**config.mk**
```make
export PLATFORM = sky130hd
export DESIGN_NAME = fetch_stage_flat
export DESIGN_NICKNAME = d
export VERILOG_FILES = /design/src/rtl/fetch_stage_if.sv /design/src/rtl/fetch_stage.sv /design/src/flat_wrapper.sv
export SDC_FILE = /design/constraint.sdc
export NUM_CORES = 1
export LEC_CHECK = 0
export ABC_AREA = 0
export BUFFER_PORTS_ARGS = -buffer_cell sky130_fd_sc_hd__buf_2
export CORE_AREA = 2 2 128 130
export CTS_CLUSTER_DIAMETER = 200
export DETAILED_ROUTE_END_ITERATION = 7
export DIE_AREA = 0 0 130 132
export PLACE_DENSITY_LB_ADDON = 0.08
export SLEW_MARGIN = 20
export SYNTH_ARGS = -nofsm -noshare
export SYNTH_HDL_FRONTEND = slang
export SYNTH_SLANG_ARGS = --single-unit
```
**constraint.sdc**
```tcl
create_clock -name CLK -period 3.52 [get_ports CLK]
set_input_delay 0.704 -clock CLK [delete_from_list [all_inputs] [get_ports CLK]]
set_output_delay 0.704 -clock CLK [all_outputs]
set_load 0.05 [all_outputs]
```
**src/rtl/fetch_stage_if.sv**
```systemverilog
// Fetch-stage bundle: icache request/response, hazard-unit controls and the
// fetch/decode latch outputs seen by the decode stage.
interface fetch_stage_if;
    logic        ihit;
    logic [31:0] imemload;
    logic        PC_WEN;
    logic [1:0]  fd_state;
    logic [1:0]  PCSrc;
    logic [31:0] branch_target;
    logic [31:0] jump_target;
    logic [31:0] jr_target;
    logic        halt_in;
    logic        imemREN;
    logic [31:0] imemaddr;
    logic [31:0] d_instr;
    logic [31:0] d_pcplus4;
    logic        d_valid;
    logic        fetch_halted;

    // Seen from the fetch stage itself.
    modport master (
        input  ihit, imemload, PC_WEN, fd_state, PCSrc,
        input  branch_target, jump_target, jr_target, halt_in,
        output imemREN, imemaddr, d_instr, d_pcplus4, d_valid, fetch_halted
    );

    // Seen from the surrounding pipeline / icache.
    modport slave (
        output ihit, imemload, PC_WEN, fd_state, PCSrc,
        output branch_target, jump_target, jr_target, halt_in,
        input  imemREN, imemaddr, d_instr, d_pcplus4, d_valid, fetch_halted
    );
endinterface

```
**src/rtl/fetch_stage.sv**
```systemverilog
// Instruction-fetch stage: PC register, next-PC select, deferred redirect
// while the PC is frozen, HALT detection and the fetch/decode latch.
module fetch_stage #(
    parameter logic [31:0] PC_INIT = 32'h0000_0000
) (
    input  logic          CLK,
    input  logic          nRST,
    fetch_stage_if.master fif
);
    localparam logic [1:0] PIPE_ENABLE = 2'd0;
    localparam logic [1:0] PIPE_NOP    = 2'd2;

    typedef enum logic [1:0] {
        FETCH         = 2'd0,
        REDIRECT_WAIT = 2'd1,
        HALTED        = 2'd2
    } state_t;

    state_t      state_r;
    logic [31:0] pc_r;
    logic [31:0] pend_r;
    logic [31:0] d_instr_r;
    logic [31:0] d_pcplus4_r;
    logic        d_valid_r;

    logic [31:0] pcplus4_s;
    logic [31:0] tgt_raw_s;
    logic [31:0] tgt_s;
    logic        redirect_s;
    logic [31:0] fd_instr_s;
    logic [31:0] fd_pcplus4_s;
    logic        fd_valid_s;

    // Next-PC select; targets are word-aligned by dropping the low bits.
    always_comb begin
        pcplus4_s  = pc_r + 32'd4;
        redirect_s = (fif.PCSrc != 2'd0);
        case (fif.PCSrc)
            2'd0:    tgt_raw_s = pcplus4_s;
            2'd1:    tgt_raw_s = fif.branch_target;
            2'd2:    tgt_raw_s = fif.jump_target;
            2'd3:    tgt_raw_s = fif.jr_target;
            default: tgt_raw_s = pcplus4_s;
        endcase
        tgt_s = {tgt_raw_s[31:2], 2'b00};
    end

    // Normal fetch/decode latch update; unknown encodings hold like a stall.
    always_comb begin
        fd_instr_s   = d_instr_r;
        fd_pcplus4_s = d_pcplus4_r;
        fd_valid_s   = d_valid_r;
        case (fif.fd_state)
            PIPE_ENABLE: begin
                fd_instr_s   = fif.imemload;
                fd_pcplus4_s = pcplus4_s;
                fd_valid_s   = 1'b1;
            end
            PIPE_NOP: begin
                fd_instr_s   = 32'd0;
                fd_pcplus4_s = 32'd0;
                fd_valid_s   = 1'b0;
            end
            default: begin
                fd_instr_s   = d_instr_r;
                fd_pcplus4_s = d_pcplus4_r;
                fd_valid_s   = d_valid_r;
            end
        endcase
    end

    // Fetch FSM together with PC, pending redirect and the decode latch.
    always_ff @(posedge CLK or negedge nRST) begin
        if (!nRST) begin
            state_r     <= FETCH;
            pc_r        <= PC_INIT;
            pend_r      <= 32'd0;
            d_instr_r   <= 32'd0;
            d_pcplus4_r <= 32'd0;
            d_valid_r   <= 1'b0;
        end else begin
            case (state_r)
                FETCH: begin
                    d_instr_r   <= fd_instr_s;
                    d_pcplus4_r <= fd_pcplus4_s;
                    d_valid_r   <= fd_valid_s;
                    // A HALT with a redirect resolving is wrong-path and ignored.
                    if (fif.halt_in && d_valid_r && !redirect_s) begin
                        state_r <= HALTED;
                    end else if (fif.PC_WEN) begin
                        pc_r <= tgt_s;
                    end else if (redirect_s) begin
                        pend_r  <= tgt_s;
                        state_r <= REDIRECT_WAIT;
                    end else begin
                        pc_r <= pc_r;
                    end
                end
                REDIRECT_WAIT: begin
                    if (fif.PC_WEN) begin
                        pc_r        <= pend_r;
                        d_instr_r   <= 32'd0;
                        d_pcplus4_r <= 32'd0;
                        d_valid_r   <= 1'b0;
                        state_r     <= FETCH;
                    end else begin
                        d_instr_r   <= fd_instr_s;
                        d_pcplus4_r <= fd_pcplus4_s;
                        d_valid_r   <= fd_valid_s;
                        if (redirect_s) begin
                            pend_r <= tgt_s;
                        end else begin
                            pend_r <= pend_r;
                        end
                    end
                end
                HALTED: begin
                    state_r <= HALTED;
                end
                default: begin
                    state_r <= FETCH;
                end
            endcase
        end
    end

    assign fif.imemaddr     = pc_r;
    assign fif.imemREN      = (state_r != HALTED);
    assign fif.fetch_halted = (state_r == HALTED);
    assign fif.d_instr      = d_instr_r;
    assign fif.d_pcplus4    = d_pcplus4_r;
    assign fif.d_valid      = d_valid_r;
endmodule

```
**src/flat_wrapper.sv**
```systemverilog
// flat-port wrapper written by rule: the top's interface ports become plain ports
module fetch_stage_flat 
#(
    parameter logic [31:0] PC_INIT = 32'h0000_0000
)
  (CLK, nRST, fif_ihit, fif_imemload, fif_PC_WEN, fif_fd_state, fif_PCSrc, fif_branch_target, fif_jump_target, fif_jr_target, fif_halt_in, fif_imemREN, fif_imemaddr, fif_d_instr, fif_d_pcplus4, fif_d_valid, fif_fetch_halted);
  fetch_stage_if fif_i ();
  input  logic CLK;
  input  logic nRST;
  input wire logic [$bits(fif_i.ihit)-1:0] fif_ihit;
  input wire logic [$bits(fif_i.imemload)-1:0] fif_imemload;
  input wire logic [$bits(fif_i.PC_WEN)-1:0] fif_PC_WEN;
  input wire logic [$bits(fif_i.fd_state)-1:0] fif_fd_state;
  input wire logic [$bits(fif_i.PCSrc)-1:0] fif_PCSrc;
  input wire logic [$bits(fif_i.branch_target)-1:0] fif_branch_target;
  input wire logic [$bits(fif_i.jump_target)-1:0] fif_jump_target;
  input wire logic [$bits(fif_i.jr_target)-1:0] fif_jr_target;
  input wire logic [$bits(fif_i.halt_in)-1:0] fif_halt_in;
  output wire logic [$bits(fif_i.imemREN)-1:0] fif_imemREN;
  output wire logic [$bits(fif_i.imemaddr)-1:0] fif_imemaddr;
  output wire logic [$bits(fif_i.d_instr)-1:0] fif_d_instr;
  output wire logic [$bits(fif_i.d_pcplus4)-1:0] fif_d_pcplus4;
  output wire logic [$bits(fif_i.d_valid)-1:0] fif_d_valid;
  output wire logic [$bits(fif_i.fetch_halted)-1:0] fif_fetch_halted;
  assign fif_i.ihit = fif_ihit;
  assign fif_i.imemload = fif_imemload;
  assign fif_i.PC_WEN = fif_PC_WEN;
  assign fif_i.fd_state = fif_fd_state;
  assign fif_i.PCSrc = fif_PCSrc;
  assign fif_i.branch_target = fif_branch_target;
  assign fif_i.jump_target = fif_jump_target;
  assign fif_i.jr_target = fif_jr_target;
  assign fif_i.halt_in = fif_halt_in;
  assign fif_imemREN = fif_i.imemREN;
  assign fif_imemaddr = fif_i.imemaddr;
  assign fif_d_instr = fif_i.d_instr;
  assign fif_d_pcplus4 = fif_i.d_pcplus4;
  assign fif_d_valid = fif_i.d_valid;
  assign fif_fetch_halted = fif_i.fetch_halted;
  fetch_stage #(.PC_INIT(PC_INIT)) u_core (.CLK(CLK), .nRST(nRST), .fif(fif_i));
endmodule
```
## Word level (Yosys, flattened, before mapping)

Index checks and enable logic that the tools add are counted.

| cells by class | value |
|---|---|
| $add $sub $neg | 1 |
| multiply operators | 0 |
| divide/modulo/power cells | 0 |
| order comparisons | 0 |
| equal/unequal tests | 12 |
| shifts and indexed selects | 0 |
| muxes and demuxes | 23 |
| bitwise gates (word level) | 0 |
| reduce and logical (&&, ||, !) cells | 11 |

Operator list:

| operator | number |
|---|---|
| one-hot mux 32 bit (2 select lines) | 6 |
| two-way mux 32 bit | 8 |
| one-hot mux 32 bit (4 select lines) | 1 |
| adder 32 x 3 -> 32 bit (second input constant) | 1 |
| equality test 2 bit (second input constant) | 4 |
| two-way mux 2 bit | 4 |
| != test 2 bit (second input constant) | 4 |
| zero test 2 bit | 3 |
| one-hot mux 2 bit (3 select lines) | 1 |
| equality test 2 x 1 -> 1 bit (second input constant) | 2 |
| one-hot mux 1 bit (2 select lines) | 2 |
| AND reduction 4 bit | 1 |
| nonzero test 2 bit | 2 |
| != test 3 x 1 -> 1 bit (second input constant) | 1 |
| != test 3 x 2 -> 1 bit (second input constant) | 1 |
| AND reduction 3 bit | 1 |
| logical AND 1 bit | 2 |
| AND reduction 2 bit | 1 |
| zero test 1 bit | 1 |
| two-way mux 1 bit | 1 |

| word-level totals | value |
|---|---|
| register bits after elaboration | 131 |
| latch bits | 0 |
| memory bits (writable) | 0 |
| bits in read-only memories | 0 |
| output and inout bits | 99 |
| word-level logic and storage cells | 53 |
| memories | 0 |

## Longest topological paths before layout

| depth | value |
|---|---|
| depth in word-level cells | 6 |
| gate-level depth with buffers | 8 |

## Worst setup path after synthesis

No wires, ideal clock.

| timing | value |
|---|---|
| path type | reg2out |
| from | register u_core.state_r[0] |
| to | output fif_fetch_halted |
| arrival time | 1.817 ns |
| path slack | 0.999 ns |
| cell stages (with the launch flop) | 6 |
| cell sequence | dfrtp_1 -> inv_1 -> clkbuf_1 -> clkbuf_1 -> nand2_1 -> inv_1 |

| on the way | value |
|---|---|
| longest elaborated chain between the ends | 1 |

RTL lines:

| item | RTL line | source |
|---|---|---|
| start: declaration | fetch_stage.sv:19 | `state_t state_r;` |
| start signal: assignment | fetch_stage.sv:75 | `state_r <= FETCH;` |
| start signal: assignment | fetch_stage.sv:89 | `state_r <= HALTED;` |
| start signal: assignment | fetch_stage.sv:94 | `state_r <= REDIRECT_WAIT;` |
| equality test 2 bit | fetch_stage.sv:129 | `assign fif.fetch_halted = (state_r == HALTED);` |
| end: declaration | flat_wrapper.sv:24 | `output wire logic [$bits(fif_i.fetch_halted)-1:0] fif_fetch_halted;` |

No other way between the ends.

## Final worst setup path

| timing | value |
|---|---|
| from | register u_core.state_r[0] |
| to | output fif_imemREN |

| on the way | value |
|---|---|
| longest elaborated chain between the ends | 1 |

RTL lines:

| item | RTL line | source |
|---|---|---|
| != test 2 bit | fetch_stage.sv:128 | `assign fif.imemREN = (state_r != HALTED);` |
| end: declaration | flat_wrapper.sv:19 | `output wire logic [$bits(fif_i.imemREN)-1:0] fif_imemREN;` |

No other way between the ends.

==> flow_summary.json <==
{
  "vias_per_cell": 5.53,
  "dp_hpwl_um": 15600,
  "r2r_slack_ps": 1150,
  "synth_top_area_cell": "dfrtp_1",
  "setup_tns_ps": 0,
  "synth_flop_cell": "dfrtp_1",
  "wl_per_cell_um": 18.0,
  "synthSimpleGateAreaFrac": 0.211,
  "io-pin-count": 236,
  "ys_seq_area_frac": 0.456,
  "maxCapViolations": 0,
  "cp-end-kind": "output pin",
  "cp_num_buf_inv": 2,
  "worstRegToRegCells": 5,
  "drv_slew": 0,
  "leakagePower_nw": 4.07,
  "syn_avg_cell_area_um2": 9.50,
  "cts_sinks": 127,
  "drc": 0,
  "hold_viol_final": 0,
  "grt_usage": 0.248,
  "htreeDepth": 4,
  "portBuffers": 226,
  "synthMuxAreaShare": 0.0736,
  "rsz0062_at_grt": "no",
  "hold_buffers": 0,
  "gp_congestion": 0.882,
  "critical_path.max_stage_delay_ps": 790,
  "nNetsFinal": 1074,
  "cts-root-buf": "clkbuf_16",
  "ir_drop_mv": 0.344,
  "slowest_stage": "dfrtp_1",
  "grt_start_max_net_pins": 66,
  "fin_crit_sh": 0.747,
  "hp-class": "in2async",
  "reg2reg_to": "u_core.fif.imemaddr[13]$_DFFE_PN0P_",
  "wirelength_um": 21000,
  "layout-drive-gt1-share": 0.350,
  "setup_viol": 0,
  "synth_edf_count": 0,
  "cp.depth": 3,
  "ys_seq_elements": 127,
  "fin_util": 0.561,
  "die_x_um": 130,
  "worstPathRequired_ps": 2820,
  "die-area_um2": 17200,
  "rows": 46,
  "fin_crit_ps": 2630,
  "insertion_delay_ps": 420,
  "cts_resized": 0,
  "synth.area.top_cells": "dfrtp_1 (46%), nand2_1 (6.1%), mux2_2 (4.5%)",
  "skew_ps": 5.32,
  "initial_core_util": 0.444,
  "grt_pass1_wl_um": 33200,
  "yosys-top-cells-count": "dfrtp_1 (127), nand2_1 (113), o21ai_0 (56), a21oi_1 (47), clkbuf_1 (42)",
  "synth_cell_types": 65,
  "die_h_um": 132,
  "synth_top_family_by_area": "simple AND/OR/NAND/NOR gates",
  "synthCells": 734,
  "async_flop_share": 1.00,
  "antenna_found_initial": 0,
  "cts-buffers-inserted": 17,
  "arrival_ps": 1920,
  "drtIter0Drc": 521,
  "cts_tree": "done",
  "synth-compound-area-share": 0.180,
  "drtPass1Iterations": 5,
  "core-area_um2": 15700,
  "synth_xor_area_frac": 0.0352,
  "clk_pin_slew_ps": 50,
  "synth_most_common_cell": "dfrtp_1",
  "crit_path_start": "u_core.state_r[0]$_DFFE_PN0P_",
  "nFillCells": 1464,
  "crit_fanout": 15,
  "syn_area_um2": 6970,
  "vias": 6434,
  "path_cells": "inv_1 -> nand2_1 -> buf_2",
  "yosys.area.top_type_share": 0.456,
  "antenna_left": 0,
  "ys_warn_count": 0,
  "clock_path_buffers": 2,
  "syn2layout_area_growth_pct": 26.4,
  "post_cts_buffers": 0,
  "tightest_slew_ps": 876,
  "max-slew-margin-rel": 0.416,
  "num_antenna_cells": 0,
  "status": "completed",
  "r2r_start": "u_core.state_r[0]$_DFFE_PN0P_",
  "first_global_vias": 6223,
  "power_density_nw_per_um2": 578,
  "grt_overflow_total": 0,
  "fmax_mhz": 380,
  "worst_path_dominant_cell_family": "flip-flops",
  "synth_fa_ha_area_frac": 0.00180,
  "worst_setup_path_start_kind": "register",
  "path_class": "reg2out"
}
[metrics by stage]
stage                     worst slack, ps  power, mW  instance area (µm²)  instances  hold slack, ps
after CTS                             916       5.12                 8810       1164             410
after detailed placement              853       3.56                 8280       1133             461
after floorplan                       999       3.04                 6970        735             408
final                                 891       5.09                 8810       1164             388
after global placement                929       3.52                 8280       1132             454
after global routing                  828       5.33                 8810       1164             447
[worst max path at each step]
| stage | to | slack [ps] |
|---|---|---|
| after global routing | fif_imemREN | 830 |
| after floorplan | fif_fetch_halted | 1000 |
| after detailed placement | u_core.fif.imemaddr[15]$_DFFE_PN0P_ | 850 |
| after global placement | u_core.fif.imemaddr[15]$_DFFE_PN0P_ | 930 |
| after CTS | fif_imemREN | 920 |
| final | fif_imemREN | 890 |
[cell type report]
| class | instances | area, µm² | area share |
|---|---|---|---|
| clock buffer | 20 | 457 | 0.0518 |
| clock inverter | 11 | 68.8 | 0.00781 |
| inverter | 6 | 22.5 | 0.00256 |
| multi-input combinational | 538 | 3520 | 0.399 |
| sequential | 127 | 3180 | 0.361 |
| tap | 216 | 270 | 0.0307 |
| timing repair buffer | 246 | 1300 | 0.147 |
[sequential cells by signal, indices dropped and copies added, names as in the netlist]
name,count
u_core.state_r,2
u_core.pend_r,30
u_core.fif.d_valid,1
u_core.fif.imemaddr,30
u_core.fif.d_instr,32
u_core.fif.d_pcplus4,32
[routing by layer]
metal / wire [µm] / GRT usage
met3: 1560 / 0.0601
met1: 9160 / 0.343
met2: 9830 / 0.380
met4: 447 / 0.0848
met5: 0 / 0
[layout by cell type (no fill, tap or decap), types with 7 or more instances in the layout]
| master | instances |
|---|---|
| nand4_1 | 11 |
| o21ai_1 | 7 |
| clkbuf_16 | 17 |
| nor3_1 | 10 |
| xor2_1 | 8 |
| o21ai_0 | 56 |
| mux4_2 | 7 |
| xnor2_1 | 20 |
| buf_2 | 225 |
| mux2_2 | 28 |
| nand3_1 | 13 |
| a21oi_1 | 47 |
| a22oi_1 | 28 |
| nor2_1 | 33 |
| dfrtp_1 | 127 |
| nand3b_1 | 33 |
| nand2_1 | 113 |
| or3_1 | 8 |
| nand2b_1 | 13 |
| buf_4 | 20 |
[cell families after synthesis]
group / Yosys count
simple gates: 272
compound gates: 196
flops: 127
buf+inv: 70
mux: 39
xor+xnor: 28
fa+ha+maj: 1
other cells: 1
[report_power, final]
| part | internal [mW] | switching (mW) |
|---|---|---|
| registers | 1.68 | 0.257 |
| clock network | 0.923 | 0.630 |
| logic | 0.475 | 1.13 |
Power figures use the tool's default switching activity.
